File: config.mk
export PLATFORM = sky130hd
export DESIGN_NAME = bist_down_counter
export DESIGN_NICKNAME = d
export VERILOG_FILES = /design/src/rtl/bist_pkg.sv /design/src/rtl/bist_down_counter.sv
export SDC_FILE = /design/constraint.sdc
export NUM_CORES = 1
export LEC_CHECK = 0
export CAP_MARGIN = 40
export CORE_MARGIN = 2
export CORE_UTILIZATION = 50
export CTS_BUF_LIST = sky130_fd_sc_hd__clkbuf_8 sky130_fd_sc_hd__clkbuf_16
export DETAILED_ROUTE_END_ITERATION = 16
export PLACE_DENSITY = 0.84
export SYNTH_ARGS = -nofsm -noshare
export SYNTH_HDL_FRONTEND = slang
export SYNTH_SLANG_ARGS = --single-unit
File: constraint.sdc
create_clock -name clk -period 2.9 [get_ports clk]
set_clock_uncertainty 0.2 [all_clocks]
set_input_delay 0.29 -clock clk [delete_from_list [all_inputs] [get_ports clk]]
set_output_delay 0.29 -clock clk [all_outputs]
set_load 0.03 [all_outputs]
File: src/rtl/bist_pkg.sv
// Shared types and defaults for the BIST signature checker.
// Optional mask compare is enabled with BIST_SIG_MASK_EN.
package bist_pkg;

  localparam int SIG_W_DEF = 15;

  localparam logic [SIG_W_DEF-1:0] GOLDEN_SIG_DEF = 15'h0000;

  typedef enum logic [2:0] {
    BS_IDLE    = 3'd0,
    BS_SEED    = 3'd1,
    BS_FLUSH   = 3'd2,
    BS_RUN     = 3'd3,
    BS_SETTLE  = 3'd4,
    BS_COMPARE = 3'd5,
    BS_DONE    = 3'd6
  } bist_state_t;

endpackage

File: src/rtl/bist_down_counter.sv
// Loadable down-counter that times the FLUSH, RUN and SETTLE phases.
// Load has priority over decrement; the zero flag reflects the registered count.
module bist_down_counter
  import bist_pkg::*;
#(
  parameter int CNT_W = 16
) (
  input  logic             clk,
  input  logic             rst_n,
  input  logic             i_load,
  input  logic             i_dec,
  input  logic [CNT_W-1:0] i_load_val,
  output logic             o_zero
);

  logic [CNT_W-1:0] r_count;

  always_ff @(posedge clk or negedge rst_n) begin
    if (!rst_n) begin
      r_count <= '0;
    end else if (i_load) begin
      r_count <= i_load_val;
    end else if (i_dec) begin
      r_count <= r_count - CNT_W'(1);
    end
  end

  assign o_zero = (r_count == '0);

endmodule

Word-level counts from Yosys, hierarchy flattened
Index checks and enable logic that the tools add are counted.
{ "op_classes": {"addsub": 1, "reduce_logical": 2, "n_mux": 2} }
{ "ops": {"columns": ["cell", "count"], "rows": [
  ["two-way mux 16 bit", 2],
  ["logical NOT 16 bit", 1],
  ["subtractor 16 x 1 -> 16 bit (second input constant)", 1],
  ["nonzero test 2 bit", 1]
]} }
{ "totals": {"inputBits": 20, "out_inout_bits": 1, "word_cells": 6, "register_bits": 16} }

Logic depth before layout (Yosys ltp)
Gate-level depths: netlist of the first run.
{ "logic_depth": {"ltp_word": 3, "depth_mapped": 6, "depth_no_buf": 5} }

Least setup slack after synthesis of the first run
No wires, ideal clock.
{ "synth_path": {"kind": "flip-flop to output port", "from": "reg r_count[4]", "to": "out o_zero", "arrival_ns": 2.047, "required_ns": 2.410, "path_slack_ns": 0.363, "path_stages_with_launch": 6, "n_path_buf": 2, "cell_sequence": "dfrtp_1 > or4_4 > buf_6 > buf_8 > or4b_4 > nor3_2"} }
{ "synth_between": {"elab_chain_len": 1} }
{ "synth_lines": {"columns": ["element", "line", "source"], "rows": [
  ["start, declared", "bist_down_counter.sv:16", "logic [CNT_W-1:0] r_count;"],
  ["start signal, assigned", "bist_down_counter.sv:22", "r_count <= i_load_val;"],
  ["start signal, assigned", "bist_down_counter.sv:24", "r_count <= r_count - CNT_W'(1);"],
  ["logical NOT 16 bit", "bist_down_counter.sv:28", "assign o_zero = (r_count == '0);"],
  ["end, declared", "bist_down_counter.sv:13", "output logic o_zero"]
]} }
No other way between the ends.

Worst setup path after layout of the first run
Same ends and word-level chain as after synthesis.

==> results.md, run 1 <==
- Largest registers: r_count: 16 flops
- Mapped Nets: 132
- Area grow syn2layout: 24.0%
- Ys flop type: dfrtp_1
- Post-route cell area: 1270 µm²
- Crit path from: r_count[4]
- Setup CP Type: reg -> out
- RSZ-0062 raised after global routing: false
- FF-to-FF Start: r_count[4]
- Status: finished clean
- Vias per cell: 6.22
- Root buf cell: clkbuf_8
- WP buf/inv: 1
- Worst rel slew slack: 52.3%
- R2r endpoint: r_count[15]
- Clk buf depth: 2
- Syn Std Cell Area: 1030 µm²
- Slew Limit Fails: 0
- Crit path time final: 2.72 ns
- Clk slew on worst S/H paths: 0.06 ns
- Reg2reg path depth: 4
- Max FFs per register: 16
- GRT Util Overall: 21.4%
- FF+latch count, synth: 16
- Max-cap viol count: 0
- Layout cells sized above 1: 10.2%
- Design Power: 0.000589 W
- Mean Syn Cell Area: 9.27 µm²
- DRC Markers: 0
- Core area: 1940 µm²
- CP max stage cell: or4_4
- Syn Inst Count: 111
- DRT antenna net count: 0
- TritonRoute pass-1 iters: 4
- Count of distinct cell types in the synthesized netlist: 35
- Critical path depth: 4
- Reg2reg setup slack: 0.75 ns
- Number of CTS-inserted buffers: 3
- Final net count: 150
- Period utilization: 93.8%
- Final Hold Viols: 0
- Sequential share of the synthesized area: 38.9%
- WP data required: 2.41 ns
- Row cnt: 16
- Gp weighted congestion: 0.864
- Max FO, Critical Path: 7
- Worst path arrival time: 2.23 ns
- Reg with most FFs: r_count
- Clk_lat worst skew: 0.25 ns
- Crit path launch type: flip-flop
- IO Pins: 21
- Crit path largest cell delay: 0.54 ns
- Final setup vio count: 0
- GRT overflow: 0
- Vias: 964
- Power per cell area: 462 nW/µm²
- Worst IR drop on VDD: 0.332 mV
- Static leakage: 0.473 nW
- WL/cell: 15.2 µm
- CTS tree: built
- Post-synth EDFFs: 0
- Total inserted antenna cells: 0
- CP top delay family: simple AND/OR/NAND/NOR gates
- Min-delay worst type: in -> async
- Die Y: 49.4 µm
- Initial Utilization: 53.0%
- Number of antenna violations at the first check in global routing: 0
- Least-Margin Pin Slew: 0.705 ns
- Setup_tns: 0 ns
- H-tree levels: 1
- Routed WL: 2360 µm
- CTS sink count: 16
- Max Freq: 0.367 GHz
- Number of global-route vias before repair: 897
- Fraction of registers with async set/reset: 100%
- Pin count of the biggest net entering global routing: 17
- Setup crit end kind: output pin
- Post-CTS setup buffers: 0
- Worst path cell trace: or4_4 > or4b_4 > nor3_2 > dlygate4sd2_1
- Total Die Area: 2440 µm²
- Global-route wire length before repair: 3980 µm
- Die Width: 49.4 µm
- End of the critical path: o_zero
- Initial DRC count: 28
- Port Buffers: 20
- Placed cell area: 1220 µm²
- Synthesis Warnings: 0
- Post-DP HPWL: 1650 µm
-- kinds of logic after synthesis --
| logic type | Yosys count | synth area share [%] |
|---|---|---|
| AND/OR/NAND/NOR | 50 | 28.8 |
| AO/OA/AOI/OAI | 28 | 21.3 |
| flip-flops | 16 | 38.9 |
| buffers and inverters | 13 | 6.93 |
| XOR/XNOR | 2 | 1.70 |
| multiplexers | 1 | 1.09 |
| adder cells (fa/ha/maj) | 1 | 1.22 |
-- cell usage after synthesis, types with 4 or more instances --
cell type  instances  area (µm²)
a221o_1            4        40.0
nor2b_1            4        25.0
clkbuf_1           4        15.0
inv_1              4        15.0
o21ai_0            6        30.0
dfrtp_1           16         400
nor4_1             5        31.3
nor2_1            12        45.0
o41a_1             4        45.0
a31oi_1            6        37.5
nand2_1            8        30.0
or4_1              5        37.5
-- cell type report --
| cell class | instances | area [µm²] |
|---|---|---|
| repair buffers | 22 | 214 |
| multi-input cells | 82 | 557 |
| flip-flops and latches | 16 | 400 |
| clock buffers | 4 | 55.1 |
| well taps | 27 | 33.8 |
| fillers | 165 | 667 |
| inverters | 4 | 15.0 |
-- per-layer routing --
layer / vias to the layer above / wire length [µm] / track usage (%) / share of wire, %
li1: 464 / - / - / -
met1: 455 / 1000 / 25.2 / 42
met2: 36 / 1180 / 37.2 / 50
met3: 9 / 129 / 4.60 / 5.5
met4: 0 / 50 / 9.05 / 2.1
met5: - / 0 / 0 / 0
-- report_power, final --
part / internal [W] / total (W) / leakage (nW) / switching [W]
combinational: 0.0000625 / 0.000119 / 0.256 / 0.0000561
clock: 0.000120 / 0.000197 / 0.0288 / 0.0000765
sequential: 0.000246 / 0.000273 / 0.188 / 0.0000272
-- how the worst min path moves through the flow --
stage / from / endpoint / depth (start not counted)
2_1_floorplan: rst_n / r_count[0] / 0
3_3_place_gp: r_count[6] / r_count[6] / 2
3_5_place_dp: r_count[9] / r_count[9] / 2
4_1_cts: rst_n / r_count[13] / 1
5_1_grt: rst_n / r_count[10] / 1
6_report: rst_n / r_count[13] / 1
-- cells in the final DEF (no fill, tap or decap), drive strengths merged --
cell / count
nor4: 5
buf: 2
nor4b: 1
o41ai: 2
nand2: 8
a221o: 4
ha: 1
nor2: 12
dfrtp: 16
o311ai: 3
nand4: 1
and3b: 1
nand4b: 1
o31ai: 2
xnor2: 2
or4b: 2
nand3: 2
a21boi: 1
nor2b: 4
or2: 2
a31oi: 6
clkdlybuf4s50: 19
mux2: 1
or4: 6
nor3: 1
nand3b: 1
o21ai: 6
dlygate4sd2: 1
inv: 4
clkbuf: 4
or3: 3
o41a: 4
-- metrics by stage --
stage          utilization, %  worst slack (ns)  instances  hold WS (ns)
5_1_grt                  65.7            0.0966        155         0.332
3_5_place_dp             62.9             0.177        151         0.384
4_1_cts                  65.7             0.174        155         0.297
3_3_place_gp             62.9             0.194        151         0.373
6_report                 65.7             0.178        155         0.266
2_1_floorplan               -             0.363        111        -0.206
-- repair_timing --
| action | CTS | global route |
|---|---|---|
| hold buffers | 0 | 0 |
| endpoints found under the setup margin | 1 | 0 |
| gates resized for setup | 1 | 0 |
Power figures use the tool's default switching activity.
==> run 2: changes to the inputs <==
--- a/config.mk
+++ b/config.mk
@@ -11,6 +11,7 @@
 export CTS_BUF_LIST = sky130_fd_sc_hd__clkbuf_8 sky130_fd_sc_hd__clkbuf_16
 export DETAILED_ROUTE_END_ITERATION = 16
 export PLACE_DENSITY = 0.84
+export SETUP_SLACK_MARGIN = 0.5
 export SYNTH_ARGS = -nofsm -noshare
 export SYNTH_HDL_FRONTEND = slang
 export SYNTH_SLANG_ARGS = --single-unit
==> results.md, run 2 (synthesis results as in run 1) <==
- Status: finished clean (unchanged)
- TritonRoute pass-1 iters: 4 (unchanged)
- Seq pwr share: 45.2% (was 46.4%)
- Reg with most FFs: r_count (unchanged)
- Crit path time final: 2.44 ns (was 2.72 ns)
- Initial DRC count: 19 (was 28)
- Slew Limit Fails: 0 (unchanged)
- Total inserted antenna cells: 0 (unchanged)
- Most frequent cells in the layout: clkdlybuf4s50_1, dfrtp_1, nor2_1 (unchanged)
- Most common cell after layout, fill and taps aside: clkdlybuf4s50_1 (unchanged)
- Clk_lat worst skew: 0.25 ns (about the same)
- Placed cells: 151 (unchanged)
- Number of CTS-inserted buffers: 3 (unchanged)
- WP buf/inv: 1 (unchanged)
- Max FFs per register: 16 (unchanged)
- Max FO, Critical Path: 2 (was 7)
- IO Pins: 21 (unchanged)
- GRT Util Overall: 21.9% (was 21.4%)
- Die Width: 49.4 µm (unchanged)
- DRC Markers: 0 (unchanged)
- Period utilization: 84.3% (was 93.8%)
- Row cnt: 16 (unchanged)
- CP max stage cell: or4_4 (unchanged)
- Final Hold Viols: 0 (unchanged)
- Final setup vio count: 0 (unchanged)
- P_int: 0.000434 W (was 0.000429 W)
- Max-cap viol count: 0 (unchanged)
- Total Die Area: 2440 µm² (unchanged)
- Worst path cell trace: or4_4 > or4b_4 > nor3_4 > buf_6 (was or4_4 > or4b_4 > nor3_2 > dlygate4sd2_1)
- Routed WL: 2380 µm (was 2360 µm)
- Static leakage: 0.499 nW (was 0.473 nW)
- Fin Hold WS: 0.267 ns (was 0.266 ns)
- WL/cell: 15.1 µm (was 15.2 µm)
- Max Freq: 0.409 GHz (was 0.367 GHz)
- Gp weighted congestion: 0.856 (was 0.864)
- Root buf cell: clkbuf_8 (unchanged)
- Setup CP Type: reg -> out (unchanged)
- Min-delay worst type: in -> async (unchanged)
- Number of antenna violations at the first check in global routing: 0 (unchanged)
- Clk slew on worst S/H paths: 0.07 ns (was 0.06 ns)
- Setup crit end kind: output pin (unchanged)
- Place WS: 0.153 ns (was 0.177 ns)
- Placed cell area: 1230 µm² (was 1220 µm²)
- CTS sink count: 16 (unchanged)
- CTS tree: built (unchanged)
- Final net count: 153 (was 150)
- Switching power: 0.000166 W (was 0.000160 W)
- Hold buffers post-CTS: 0 (unchanged)
- CP top delay family: simple AND/OR/NAND/NOR gates (unchanged)
- Crit path launch type: flip-flop (unchanged)
- Worst IR drop on VDD: 0.264 mV (was 0.332 mV)
- Fin cells: 158 (was 155)
- H-tree levels: 1 (unchanged)
- Post-DP HPWL: 1580 µm (was 1650 µm)
- Least-Margin Pin Slew: 0.727 ns (was 0.705 ns)
- RSZ-0062 raised after global routing: true (was false)
- Power per cell area: 459 nW/µm² (was 462 nW/µm²)
- Setup_tns: 0 ns (unchanged)
- DRT antenna net count: 0 (unchanged)
- Worst path arrival time: 1.95 ns (was 2.23 ns)
- Combinational share of power: 21.3% (was 20.1%)
- Post-route cell area: 1310 µm² (was 1270 µm²)
- GRT overflow: 0 (unchanged)
- Layout cells sized above 1: 13.0% (was 10.2%)
- Vias: 962 (was 964)
- Slack of the critical path: 0.457 ns (was 0.178 ns)
- Pin count of the biggest net entering global routing: 21 (was 17)
- Largest registers: r_count: 16 flops (unchanged)
- Clock Power Share: 33.5% (was 33.4%)
- Sw frac: 27.6% (was 27.1%)
- Number of global-route vias before repair: 952 (was 897)
- Clk buf depth: 2 (unchanged)
- Vias per cell: 6.09 (was 6.22)
- Area grow syn2layout: 27.0% (was 24.0%)
- WP data required: 2.41 ns (about the same)
- Worst rel slew slack: 51.4% (was 52.3%)
- Initial Utilization: 53.0% (unchanged)
- Crit path largest cell delay: 0.54 ns (about the same)
- Core area: 1940 µm² (unchanged)
- Port Buffers: 20 (unchanged)
- Global-route wire length before repair: 4150 µm (was 3980 µm)
- Die Y: 49.4 µm (unchanged)
## run 2: power groups by stage
stage               Sequential, W  Combinational [W]  Clock [W]
finish                   0.000271           0.000128   0.000201
global route             0.000276           0.000142   0.000216
CTS                      0.000270           0.000128   0.000203
detailed placement       0.000276           0.000116          0
global placement         0.000274           0.000113          0
floorplan                0.000267          0.0000799          0
## run 2: worst paths after layout
| check | from | end | slack (ns) | depth (start not counted) |
|---|---|---|---|---|
| worst min register to register | r_count[9] | r_count[9] | 0.40 | 2 |
| worst max-delay path | r_count[6] | o_zero | 0.46 | 4 |
| min in group clk | i_load_val[2] | r_count[2] | 0.39 | 3 |
| worst min-delay path | rst_n | r_count[13] | 0.27 | 1 |
| worst max register to register | r_count[12] | r_count[15] | 0.77 | 3 |
| max in group asynchronous | rst_n | r_count[7] | 1.77 | 1 |
## run 2: repair_timing
item,CTS,global route
cloned,0,0
setup endpoints to repair,1,1
endpoints found under the hold margin,0,0
buffers inserted,3,0
gates resized for setup,7,0
## run 2: through the flow
stage / utilization, % / power, W
2_1_floorplan: - / 0.000347
3_3_place_gp: 63.2 / 0.000387
3_5_place_dp: 63.2 / 0.000392
4_1_cts: 67.3 / 0.000601
5_1_grt: 67.3 / 0.000634
6_report: 67.3 / 0.000600
## run 2: worst register-to-register path, delay by kind of cell, from the launching register on
| family | cells | cell delay (ns) |
|---|---|---|
| and+or+nand+nor | 1 | 0.67 |
| DFF | 1 | 0.42 |
| AOI/OAI and AO/OA | 2 | 0.73 |
## run 2: layout make-up
type,instances,area [µm²]
Multi-Input combinational cell,82,563
Clock buffer,4,55.1
Sequential cell,16,400
Timing Repair Buffer,25,239
Inverter,4,15.0
Tap cell,27,33.8
Fill cell,175,636
## run 2: layer usage
metal / part of all wire, % / track usage, % / vias to the layer above
met2: 50 / 36.5 / 26
met1: 44 / 26.4 / 462
met4: 0.80 / 6.19 / 0
li1: - / - / 470
met3: 5.7 / 7.67 / 4
met5: 0 / 0 / -
